`src/rtl/writeback_pkg.sv`:
```
// Shared constants and types for the write-back select pipeline.
// Source indices name the datapath words feeding the register-file write port.
package writeback_pkg;

   localparam int REG_ADDR_W = 5;
   localparam int DROP_CNT_W = 8;

   localparam int SRC_LS       = 0;
   localparam int SRC_HI       = 1;
   localparam int SRC_LO       = 2;
   localparam int SRC_SHIFT    = 3;
   localparam int SRC_CONST227 = 4;
   localparam int SRC_SE1_32   = 5;
   localparam int SRC_ALUOUT   = 6;

   typedef enum logic [1:0] {
      Q_EMPTY   = 2'd0,
      Q_PARTIAL = 2'd1,
      Q_FULL    = 2'd2
   } q_state_e;

   // Saturating increment used by the register-0 drop counter.
   function automatic logic [DROP_CNT_W-1:0] sat_inc(input logic [DROP_CNT_W-1:0] v);
      logic [DROP_CNT_W-1:0] r;
      if (v == {DROP_CNT_W{1'b1}}) begin
         r = v;
      end else begin
         r = v + DROP_CNT_W'(1);
      end
      return r;
   endfunction

endpackage

```
`src/rtl/wb_src_mux.sv`:
```
// Combinational write-back source selector; an out-of-range select yields zero
// data and raises sel_err.
module wb_src_mux #(
   parameter int DATA_W  = 32,
   parameter int NUM_SRC = 8,
   parameter int SEL_W   = $clog2(NUM_SRC)
) (
   input  logic [NUM_SRC*DATA_W-1:0] src_data,
   input  logic [SEL_W-1:0]          sel,
   output logic [DATA_W-1:0]         data,
   output logic                      sel_err
);

   // Scan all sources; the zero/error defaults cover any unmatched select.
   always_comb begin
      data    = {DATA_W{1'b0}};
      sel_err = 1'b1;
      for (int k = 0; k < NUM_SRC; k++) begin
         if (int'(sel) == k) begin
            data    = src_data[k*DATA_W +: DATA_W];
            sel_err = 1'b0;
         end else begin
            data    = data;
            sel_err = sel_err;
         end
      end
   end

endmodule

```
`src/rtl/writeback_select_pipe.sv`:
```
// Write-back source select followed by a small output queue toward the
// register file, with register-0 drop counting and a sticky bad-select flag.
module writeback_select_pipe
   import writeback_pkg::*;
#(
   parameter int DATA_W  = 32,
   parameter int NUM_SRC = 8,
   parameter int DEPTH   = 2
) (
   input  logic                          clk,
   input  logic                          reset,
   input  logic [NUM_SRC*DATA_W-1:0]     src_data,
   input  logic [$clog2(NUM_SRC)-1:0]    src_sel,
   input  logic [REG_ADDR_W-1:0]         dst_addr,
   input  logic                          in_valid,
   output logic                          in_ready,
   output logic [DATA_W-1:0]             out_data,
   output logic [REG_ADDR_W-1:0]         out_addr,
   output logic                          out_valid,
   input  logic                          out_ready,
   input  logic                          flush,
   input  logic                          err_clr,
   output logic                          err_sel,
   output logic [$clog2(DEPTH+1)-1:0]    count,
   output logic [DROP_CNT_W-1:0]         drop_cnt
);

   localparam int SEL_W = $clog2(NUM_SRC);
   localparam int PTR_W = (DEPTH > 1) ? $clog2(DEPTH) : 1;
   localparam int CNT_W = $clog2(DEPTH+1);
   localparam logic [CNT_W-1:0] DEPTH_C    = CNT_W'(DEPTH);
   localparam logic [CNT_W-1:0] DEPTH_M1_C = CNT_W'(DEPTH - 1);
   localparam logic [PTR_W-1:0] LAST_PTR   = PTR_W'(DEPTH - 1);

   logic [DATA_W-1:0]     mux_data_s;
   logic                  sel_err_s;
   logic                  push_s;
   logic                  pop_s;
   logic                  enq_s;
   logic                  drop_s;
   logic [CNT_W-1:0]      count_nxt_s;

   q_state_e              state_r;
   logic [CNT_W-1:0]      count_r;
   logic [PTR_W-1:0]      wr_ptr_r;
   logic [PTR_W-1:0]      rd_ptr_r;
   logic [DATA_W-1:0]     mem_data_r [DEPTH];
   logic [REG_ADDR_W-1:0] mem_addr_r [DEPTH];
   logic                  err_sel_r;
   logic [DROP_CNT_W-1:0] drop_cnt_r;

   // Wrap modulo DEPTH so non-power-of-two depths work.
   function automatic logic [PTR_W-1:0] ptr_inc(input logic [PTR_W-1:0] p);
      logic [PTR_W-1:0] r;
      if (p == LAST_PTR) begin
         r = {PTR_W{1'b0}};
      end else begin
         r = p + PTR_W'(1);
      end
      return r;
   endfunction

   wb_src_mux #(
      .DATA_W  (DATA_W),
      .NUM_SRC (NUM_SRC),
      .SEL_W   (SEL_W)
   ) u_mux (
      .src_data (src_data),
      .sel      (src_sel),
      .data     (mux_data_s),
      .sel_err  (sel_err_s)
   );

   assign in_ready  = (state_r != Q_FULL);
   assign out_valid = (state_r != Q_EMPTY);
   assign push_s    = in_valid && in_ready;
   assign pop_s     = out_valid && out_ready;
   assign enq_s     = push_s && (dst_addr != {REG_ADDR_W{1'b0}});
   assign drop_s    = push_s && (dst_addr == {REG_ADDR_W{1'b0}});

   // Occupancy after this cycle's enqueue/pop, ignoring flush.
   always_comb begin
      count_nxt_s = count_r;
      if (enq_s && !pop_s) begin
         count_nxt_s = count_r + CNT_W'(1);
      end else if (pop_s && !enq_s) begin
         count_nxt_s = count_r - CNT_W'(1);
      end else begin
         count_nxt_s = count_r;
      end
   end

   // Queue state machine with its count and pointers; flush outranks push/pop.
   always_ff @(posedge clk) begin
      if (reset) begin
         state_r  <= Q_EMPTY;
         count_r  <= {CNT_W{1'b0}};
         wr_ptr_r <= {PTR_W{1'b0}};
         rd_ptr_r <= {PTR_W{1'b0}};
      end else if (flush) begin
         state_r  <= Q_EMPTY;
         count_r  <= {CNT_W{1'b0}};
         wr_ptr_r <= {PTR_W{1'b0}};
         rd_ptr_r <= {PTR_W{1'b0}};
      end else begin
         count_r <= count_nxt_s;
         if (enq_s) begin
            wr_ptr_r <= ptr_inc(wr_ptr_r);
         end else begin
            wr_ptr_r <= wr_ptr_r;
         end
         if (pop_s) begin
            rd_ptr_r <= ptr_inc(rd_ptr_r);
         end else begin
            rd_ptr_r <= rd_ptr_r;
         end
         case (state_r)
            Q_EMPTY: begin
               if (enq_s) begin
                  state_r <= (DEPTH == 1) ? Q_FULL : Q_PARTIAL;
               end else begin
                  state_r <= Q_EMPTY;
               end
            end
            Q_PARTIAL: begin
               if (enq_s && !pop_s && (count_r == DEPTH_M1_C)) begin
                  state_r <= Q_FULL;
               end else if (pop_s && !enq_s && (count_r == CNT_W'(1))) begin
                  state_r <= Q_EMPTY;
               end else begin
                  state_r <= Q_PARTIAL;
               end
            end
            Q_FULL: begin
               // No enqueue is possible here since in_ready is low.
               if (pop_s) begin
                  state_r <= (DEPTH_C == CNT_W'(1)) ? Q_EMPTY : Q_PARTIAL;
               end else begin
                  state_r <= Q_FULL;
               end
            end
            default: begin
               state_r <= Q_EMPTY;
            end
         endcase
      end
   end

   // Entry storage; only the tail slot is written so the head stays stable.
   always_ff @(posedge clk) begin
      if (reset) begin
         for (int i = 0; i < DEPTH; i++) begin
            mem_data_r[i] <= {DATA_W{1'b0}};
            mem_addr_r[i] <= {REG_ADDR_W{1'b0}};
         end
      end else if (enq_s && !flush) begin
         mem_data_r[wr_ptr_r] <= mux_data_s;
         mem_addr_r[wr_ptr_r] <= dst_addr;
      end else begin
         mem_data_r <= mem_data_r;
         mem_addr_r <= mem_addr_r;
      end
   end

   // Sticky bad-select flag; a new error outranks a same-cycle clear.
   always_ff @(posedge clk) begin
      if (reset) begin
         err_sel_r <= 1'b0;
      end else if (push_s && sel_err_s) begin
         err_sel_r <= 1'b1;
      end else if (err_clr) begin
         err_sel_r <= 1'b0;
      end else begin
         err_sel_r <= err_sel_r;
      end
   end

   // Count writes aimed at register 0; a flushed push is not counted.
   always_ff @(posedge clk) begin
      if (reset) begin
         drop_cnt_r <= {DROP_CNT_W{1'b0}};
      end else if (drop_s && !flush) begin
         drop_cnt_r <= sat_inc(drop_cnt_r);
      end else begin
         drop_cnt_r <= drop_cnt_r;
      end
   end

   assign out_data = mem_data_r[rd_ptr_r];
   assign out_addr = mem_addr_r[rd_ptr_r];
   assign err_sel  = err_sel_r;
   assign count    = count_r;
   assign drop_cnt = drop_cnt_r;

endmodule

```
`config.mk`:
```
export PLATFORM = sky130hd
export DESIGN_NAME = writeback_select_pipe
export DESIGN_NICKNAME = d
export VERILOG_FILES = /design/src/rtl/writeback_pkg.sv /design/src/rtl/wb_src_mux.sv /design/src/rtl/writeback_select_pipe.sv
export SDC_FILE = /design/constraint.sdc
export NUM_CORES = 1
export LEC_CHECK = 0
export BUFFER_PORTS_ARGS = -buffer_cell sky130_fd_sc_hd__buf_2
export CAP_MARGIN = 10
export CORE_AREA = 2 2 125 127
export CTS_BUF_LIST = sky130_fd_sc_hd__clkbuf_16
export CTS_CLUSTER_DIAMETER = 80
export DETAILED_ROUTE_END_ITERATION = 8
export DIE_AREA = 0 0 127 129
export HOLD_SLACK_MARGIN = 0.02
export PLACE_DENSITY = 0.82
export SLEW_MARGIN = 15
export SYNTH_ARGS = -nofsm -noshare
export SYNTH_HDL_FRONTEND = slang
export SYNTH_SLANG_ARGS = --single-unit
export TNS_END_PERCENT = 1
```
`constraint.sdc`:
```
create_clock -name clk -period 4.3 [get_ports clk]
set_input_delay 0.43 -clock clk [delete_from_list [all_inputs] [get_ports clk]]
set_output_delay 0.43 -clock clk [all_outputs]
set_load 0.01 [all_outputs]
```
==> flow_summary.ini, run 1 <==
[logic_synthesis]
synth_edf_count = 0
yosysTopAreaCell = dfxtp_1
postSynthCellCount = 753
post-synth-top-count-cell = mux2i_1
synth_top_area_share_pct = 28.67
avgSynthCellArea_um2 = 8.252
synth_commonest_cells = mux2i_1 (100), nor2_1 (90), dfxtp_1 (89)
synth_area_leaders = dfxtp_1 (29%), mux2i_1 (16%), a311oi_1 (7.0%)
yosys_warnings = 0
syn_area_um2 = 6213
synth_nets = 1027
synth_seq_cells = 89
async_flop_share_pct = 0
yosys.cell_types.count = 43
ys_seq_area_share_pct = 28.67
synth_flop_cell = dfxtp_1

[job]
drv_cap = 0

[layout]
fillers = 1444
multi_input_area_um2 = 4039
ff_latch_area_um2 = 1783
syn_to_final_growth_pct = 28.92
layout-drive-gt1-share_pct = 39.24
nets = 1291

[critical_path]
arrival_ns = 2.72
crit_family = simple AND/OR/NAND/NOR gates
cp_slowest_stage_delay_ns = 0.99
crit_buf_inv = 2
path_class = primary input to register
critPathLaunchType = primary input
crit_path_end_kind = register
crit_required_ns = 4.54
crit_path_cell_trace = buf_2 > nor2b_2 > buf_4 > a21oi_1 > o21ai_0 > nand3_1 > a311oi_1
worstPathMaxFanout = 30
crit_slowest_cell = nor2b_2

[clock_network]
cts.path.max_buffers = 2
cts_setup_buffers = 0
clock_tree.root_cell = clkbuf_16
clkTransAtPathRegs_ns = 0.06
cts_resized = 0
cts_tree = yes
cts_hold_buf = 0
cts_sinks = 89
insertion_delay_ns = 0.34
htreeDepth = 3
cts_buffers = 9

[die]
rows = 45
die_area_um2 = 16380
die_y_um = 129
core-area_um2 = 14980
initial_core_util_pct = 41.49
io_pins = 320
die_w_um = 127

[global_routing]
grt_max_degree = 65
grt_usage_pct = 25.51
grt_pass1_wl_um = 33120
antenna_found_initial = 4
grt_pass1_vias = 6383
grt_overflow_total = 0

[pwr]
pwr-share-seq_pct = 41.0
switchingPower_uw = 641.4
p_comb_share_pct = 25.6
p_sw_share_pct = 29.88
power_leakage_nw = 3.597
pwr-share-clk_pct = 33.5
power_density_nw_per_um2 = 268.0
ir_drop_mv = 0.1859
intPower_mw = 1.505

[sta]
slew_viol_final = 0
fmax_ghz = 0.4025
layout_min_cycle_time_ns = 2.484
relSlewSlack_pct = 23.04
setup-tns-final_ns = 0
rsz0062_at_grt = false
skew_ns = 0.005740
worstMarginPinSlew_ns = 1.153
fin_ws_ns = 1.816
setup_violations = 0
report.final.hold_viol_count = 0
finalCritPeriodShare_pct = 57.77

[place]
place_ws_ns = 1.508
hpwlAfterDp_um = 16790
place.gp.congestion = 0.9805
numPortBuffers = 319

[drt]
drc = 0
totalWireLength_um = 21700
wire_per_inst_um = 17.89
antenna_left = 0
vias = 6835
firstDrtPassIters = 5
first_iter_violations = 343
routed_via_density = 5.635

[run_status]
status = finished clean

[worst_hold_path]
hp-class = primary input to register
[layout make-up]
type | count | share of cell area, %
inverter | 4 | 0.1874
multi-input combinational | 586 | 50.42
timing repair buffer | 327 | 20.71
antenna | 3 | 0.09372
sequential | 89 | 22.26
clock buffer | 9 | 2.812
tap | 188 | 2.937
clock inverter | 7 | 0.5779
[through the flow]
stage          total power [mW]  hold WS, ns  instances  util, %  instance area (um2)
2_1_floorplan             1.219       0.4544        753        -                 6213
3_3_place_gp              1.438       0.4555       1194    51.61                 7730
3_5_place_dp              1.444       0.4655       1194    51.61                 7730
4_1_cts                   2.164       0.2306       1210    53.43                 8001
5_1_grt                   2.263       0.2268       1212    53.47                 8008
6_report                  2.147       0.2453       1213    53.48                 8010
[power groups by stage]
stage	combinational (mW)	clock (mW)	sequential, mW
6_report	0.549	0.719	0.879
4_1_cts	0.548	0.737	0.879
2_1_floorplan	0.327	0	0.892
3_5_place_dp	0.546	0	0.898
5_1_grt	0.604	0.776	0.883
3_3_place_gp	0.542	0	0.896
[registers in the layout, summed over array words and instances, names as in the netlist]
name	count
mem_addr_r	10
mem_data_r	64
count	2
state_r	2
rd_ptr_r	1
wr_ptr_r	1
err_sel	1
drop_cnt	8
[logic make-up after synthesis]
logic type | Yosys count | share of synthesized area (%)
multiplexers | 138 | 23.00
buffers and inverters | 78 | 6.424
flip-flops | 89 | 28.68
AND/OR/NAND/NOR | 247 | 18.81
XOR/XNOR | 9 | 1.269
adder cells (fa/ha/maj) | 4 | 0.8055
AO/OA/AOI/OAI | 188 | 21.02
[cells in the final DEF, fill, tap and decap left out, types with 9 or more instances in the layout]
master / synthesis / final
a21oi_1: 40 / 40
nand2_1: 55 / 55
a211oi_1: 15 / 15
nand3_1: 54 / 54
dfxtp_1: 89 / 88
o211ai_1: 33 / 33
mux2_2: 38 / 38
nor3_1: 10 / 10
o21ai_0: 34 / 34
buf_4: 15 / 9
mux2i_1: 100 / 100
nor2_1: 90 / 89
clkbuf_16: 0 / 9
buf_2: 24 / 318
a311oi_1: 50 / 50
[layer usage]
metal / vias to the layer above / routed length, um / track usage, %
li1: 3328 / - / -
met1: 3162 / 9226 / 33.88
met2: 308 / 10280 / 42.54
met3: 37 / 1746 / 4.532
met4: 0 / 446 / 7.692
met5: - / 0 / 0
[final timing paths]
kind / from / endpoint / slack, ns / depth (start not counted)
worst max-delay path: src_sel[0] / mem_data_r[53] / 1.82 / 7
worst max register to register: state_r[0] / mem_data_r[31] / 2.05 / 6
worst min register to register: err_sel / err_sel / 0.47 / 1
worst min-delay path: err_clr / err_sel / 0.25 / 2
[worst register-to-register path: stages (launching register included)]
cell	delay [ns]
dfxtp_1	0.40
nand2b_4	0.18
nand3b_4	0.14
nor3b_4	0.43
buf_4	0.62
nor2_1	0.10
a311oi_1	0.28
Note: power is estimated with default switching activity, not from simulation.
==> run 2, diff against run 1 <==
Clock period 4.3 ns to 2.4 ns, I/O delays scaled along.
==> flow_summary.ini, run 2 (synthesis results as in run 1) <==
[layout]
post-route-util_pct = 54.83
regMostFlops = mem_data_r
syn_to_final_growth_pct = 32.16
nets = 1302
final_cell_mix = buf_2 (318), mux2i_1 (100), nor2_1 (89)
stdcell_area_um2 = 8212
finalNonFillerCells = 1225
final_common_cell = buf_2
largest_reg_flops = 64
layout-drive-gt1-share_pct = 39.59

[drt]
top_layer_used = met4
wire_per_inst_um = 17.42
antenna_left = 0
drc = 0
first_iter_violations = 461
routed_via_density = 5.594
totalWireLength_um = 21340
vias = 6853
wl_met1_um = 9034
wl_met2_um = 9876
met3_length_um = 1918
firstDrtPassIters = 6

[place]
dp_cells = 1205
place_ws_ns = 0.3202
dpl_cell_area_um2 = 7913
place.gp.congestion = 0.9180
hpwlAfterDp_um = 16830
numPortBuffers = 319

[job]
drv_cap = 0

[critical_path]
crit_required_ns = 2.16
path_class = register to output pin
r2r-start = state_r[0]
worstPathMaxFanout = 30
rr_worst_depth = 8
arrival_ns = 1.65
crit_path_end_kind = output pin
r2r-end = state_r[0]
ff2ff_setup_slack_ns = 0.57
critPathLaunchType = register

[pwr]
switchingPower_mw = 1.140
ir_drop_mv = 0.3260
power_leakage_nw = 3.699
pwr-share-seq_pct = 39.8
pwr-share-clk_pct = 34.7
p_total_mw = 3.956
p_comb_share_pct = 25.6
p_sw_share_pct = 28.81
intPower_mw = 2.816
power_density_nw_per_um2 = 481.7

[global_routing]
grt_pass1_wl_um = 32440
grt_pass1_vias = 6219
antenna_found_initial = 4
grt_overflow_total = 0
grt_usage_pct = 25.06
grt_max_degree = 61

[die]
initial_core_util_pct = 41.49
core-area_um2 = 14980
die_w_um = 127
die_area_um2 = 16380
io_pins = 320
rows = 45
die_y_um = 129

[worst_hold_path]
hold_depth = 2
hold_start = err_clr
min_to = err_sel
hp-class = primary input to register

[sta]
fmax_ghz = 0.5282
report.final.hold_viol_count = 0
worstMarginPinSlew_ns = 0.6229
fin_ws_ns = 0.5068
setup_violations = 0
slew_viol_final = 0
setup-tns-final_ns = 0
layout_min_cycle_time_ns = 1.893
rsz0062_at_grt = false
relSlewSlack_pct = 58.48
finalCritPeriodShare_pct = 78.88
skew_ns = 0.004694
hold_ws_ns = 0.04683

[clock_network]
cts_sinks = 89
cts_tree = yes
cts_setup_buffers = 0
insertion_delay_ns = 0.34
cts_hold_buf = 0
cts_resized = 0
cts.path.max_buffers = 2
clkTransAtPathRegs_ns = 0.06
htreeDepth = 3
cts_buffers = 9
clock_tree.root_cell = clkbuf_16

[run_status]
status = finished clean
-- run 2: changes by cell type in the layout (fill, tap and decap cells not counted), moves of 2 or more --
| cell | before | now |
|---|---|---|
| inv_1 | 3 | 5 |
| buf_12 | 0 | 8 |
| buf_4 | 9 | 12 |
| clkinv_2 | 3 | 1 |
-- run 2: metal layers --
layer,GRT usage [%],vias to the layer above
li1,-,3371
met1,33.48,3108
met2,40.13,329
met3,5.696,45
met4,8.468,0
met5,0,-
-- run 2: final cells by class --
class / instances / area, um2
flip-flops and latches: 89 / 1783
inverters: 4 / 15.01
multi-input cells: 586 / 4038
clock buffers: 9 / 225.2
well taps: 188 / 235.2
fillers: 1424 / 6765
repair buffers: 338 / 1842
diodes: 4 / 10.01
clock inverters: 7 / 63.81
-- run 2: how the worst max path moves through the flow --
stage,end,from,cells after the start
2_1_floorplan,state_r[0],dst_addr[0],9
3_3_place_gp,state_r[0],dst_addr[0],9
3_5_place_dp,state_r[0],dst_addr[0],9
4_1_cts,out_data[21],rd_ptr_r,3
5_1_grt,state_r[0],state_r[0],8
6_report,out_data[21],rd_ptr_r,3
-- run 2: power groups by stage --
stage	registers [mW]	clock network (mW)	logic [mW]
floorplan	1.60	0	0.586
global placement	1.60	0	0.992
detailed placement	1.61	0	1.00
CTS	1.57	1.41	1.01
global route	1.58	1.48	1.11
finish	1.57	1.37	1.01
-- run 2: worst max-delay path: stages (launching register included) --
cell and delay, ns:
dfxtp_2 0.49, buf_12 0.26, mux2_2 0.39, buf_2 0.15
==> run 3, diff against run 2 <==
Settings changed: CORE_AREA 2 2 125 127 to unset, CORE_MARGIN set to 1, CORE_UTILIZATION set to 42, DIE_AREA 0 0 127 129 to unset, PLACE_DENSITY 0.82 to 0.86.
Clock period 2.4 ns to 1.5 ns, I/O delays scaled along.
==> flow_summary.ini, run 3 (synthesis results as in run 1) <==
[run_status]
status = finished with violations
violations = setup timing

[critical_path]
r2r-start = state_r[0]
ff2ff_setup_slack_ns = -0.09
crit_slowest_cell = dfxtp_4
crit_path_cell_trace = buf_12 > mux2_2 > buf_2
crit_family = flip-flops
r2r-end = state_r[0]
critPathLaunchType = register
path_class = register to output pin
rr_worst_depth = 9
crit_buf_inv = 2
worstPathMaxFanout = 15
cp_slowest_stage_delay_ns = 0.42
crit_path_end_kind = output pin
arrival_ns = 1.45
crit_required_ns = 1.35

[global_routing]
grt_overflow_total = 0
grt_pass1_wl_um = 33680
grt_max_degree = 44
grt_usage_pct = 29.04
antenna_found_initial = 8
grt_pass1_vias = 6784

[job]
drv_cap = 0

[drt]
vias = 7301
totalWireLength_um = 23390
drc = 0
antenna_left = 0
firstDrtPassIters = 7
wire_per_inst_um = 18.30
routed_via_density = 5.713
first_iter_violations = 505

[sta]
report.final.hold_viol_count = 0
setup_violations = 67
worstMarginPinSlew_ns = 0.4578
layout_min_cycle_time_ns = 1.602
rsz0062_at_grt = true
slew_viol_final = 0
fin_ws_ns = -0.1017
skew_ns = 0.01115
relSlewSlack_pct = 69.48
fmax_ghz = 0.6244
finalCritPeriodShare_pct = 106.8

[place]
place_ws_ns = -0.1511
place.gp.congestion = 0.9181
dp_cells = 1247
hpwlAfterDp_um = 17410
numPortBuffers = 319

[clock_network]
cts.path.max_buffers = 2
htreeDepth = 3
clock_tree.root_cell = clkbuf_16
insertion_delay_ns = 0.35
cts_buffers = 9
clkTransAtPathRegs_ns = 0.08
cts_tree = yes
cts_sinks = 89

[worst_hold_path]
hold_start = reset
hp-class = primary input to register
hold_depth = 2
min_to = drop_cnt[3]

[die]
rows = 44
core-area_um2 = 14480
initial_core_util_pct = 42.91
die_w_um = 123.6
die_y_um = 123.6
io_pins = 320
die_area_um2 = 15280

[layout]
layout-drive-gt1-share_pct = 44.43
final_common_cell = buf_2
finalNonFillerCells = 1278
nets = 1356
regMostFlops = mem_data_r
largest_reg_flops = 64
final_cell_mix = buf_2 (291), mux2i_1 (100), nor2_1 (88)
syn_to_final_growth_pct = 47.97

[pwr]
power_density_nw_per_um2 = 726.0
p_total_mw = 6.675
power_leakage_nw = 4.133
ir_drop_mv = 0.6172
run 3: where the power goes:
group | total (mW) | internal (mW) | leakage (nW) | switching [mW]
clock | 2.27 | 1.19 | 0.150 | 1.08
combinational | 1.89 | 0.957 | 3.26 | 0.933
sequential | 2.52 | 2.46 | 0.727 | 0.0542
total | 6.67 | 4.61 | 4.13 | 2.07
run 3: worst max-delay path by stage:
stage / cells after the start / startpoint / endpoint
after floorplan: 6 / drop_cnt[0] / drop_cnt[5]
after global placement: 6 / src_sel[1] / mem_data_r[26]
after detailed placement: 6 / src_sel[1] / mem_data_r[58]
after CTS: 3 / rd_ptr_r / out_data[19]
after global routing: 7 / state_r[0] / mem_addr_r[3]
final: 3 / rd_ptr_r / out_data[9]
run 3: area by class of cell:
type | instances | area [um2]
Tap cell | 184 | 230.2
Antenna cell | 7 | 17.52
Timing Repair Buffer | 392 | 2599
Multi-Input combinational cell | 586 | 4237
Sequential cell | 89 | 1789
Clock buffer | 9 | 225.2
Clock inverter | 7 | 81.33
Fill cell | 1240 | 5285
Inverter | 4 | 15.01
run 3: metrics by stage:
step	cell area, um2	util [%]	hold WS, ns	TNS (ns)
after floorplan	6235	-	0.2258	-0.9758
after global placement	8366	57.78	0.3134	-2.421
after detailed placement	8366	57.78	0.3170	-4.377
after CTS	8959	61.87	0.06774	-3.332
after global routing	9194	63.50	0.08294	-8.750
final	9194	63.50	0.08571	-2.570
run 3: metal layers:
layer / global-route usage (%) / vias up / part of all wire (%)
met5: 0 / - / 0.043
met4: 14.23 / 2 / 3.6
met3: 6.548 / 70 / 7.5
met2: 48.40 / 369 / 48
met1: 35.09 / 3388 / 41
li1: - / 3472 / -
run 3: timing repair:
action                                  in CTS  in global routing
cloned                                       3                  1
buffers inserted                             2                  1
pin swaps                                   11                 39
endpoints found under the setup margin      81                116
hold endpoints to repair                     1                  0
gates resized for setup                     40                 38
hold buffers                                 1                  0
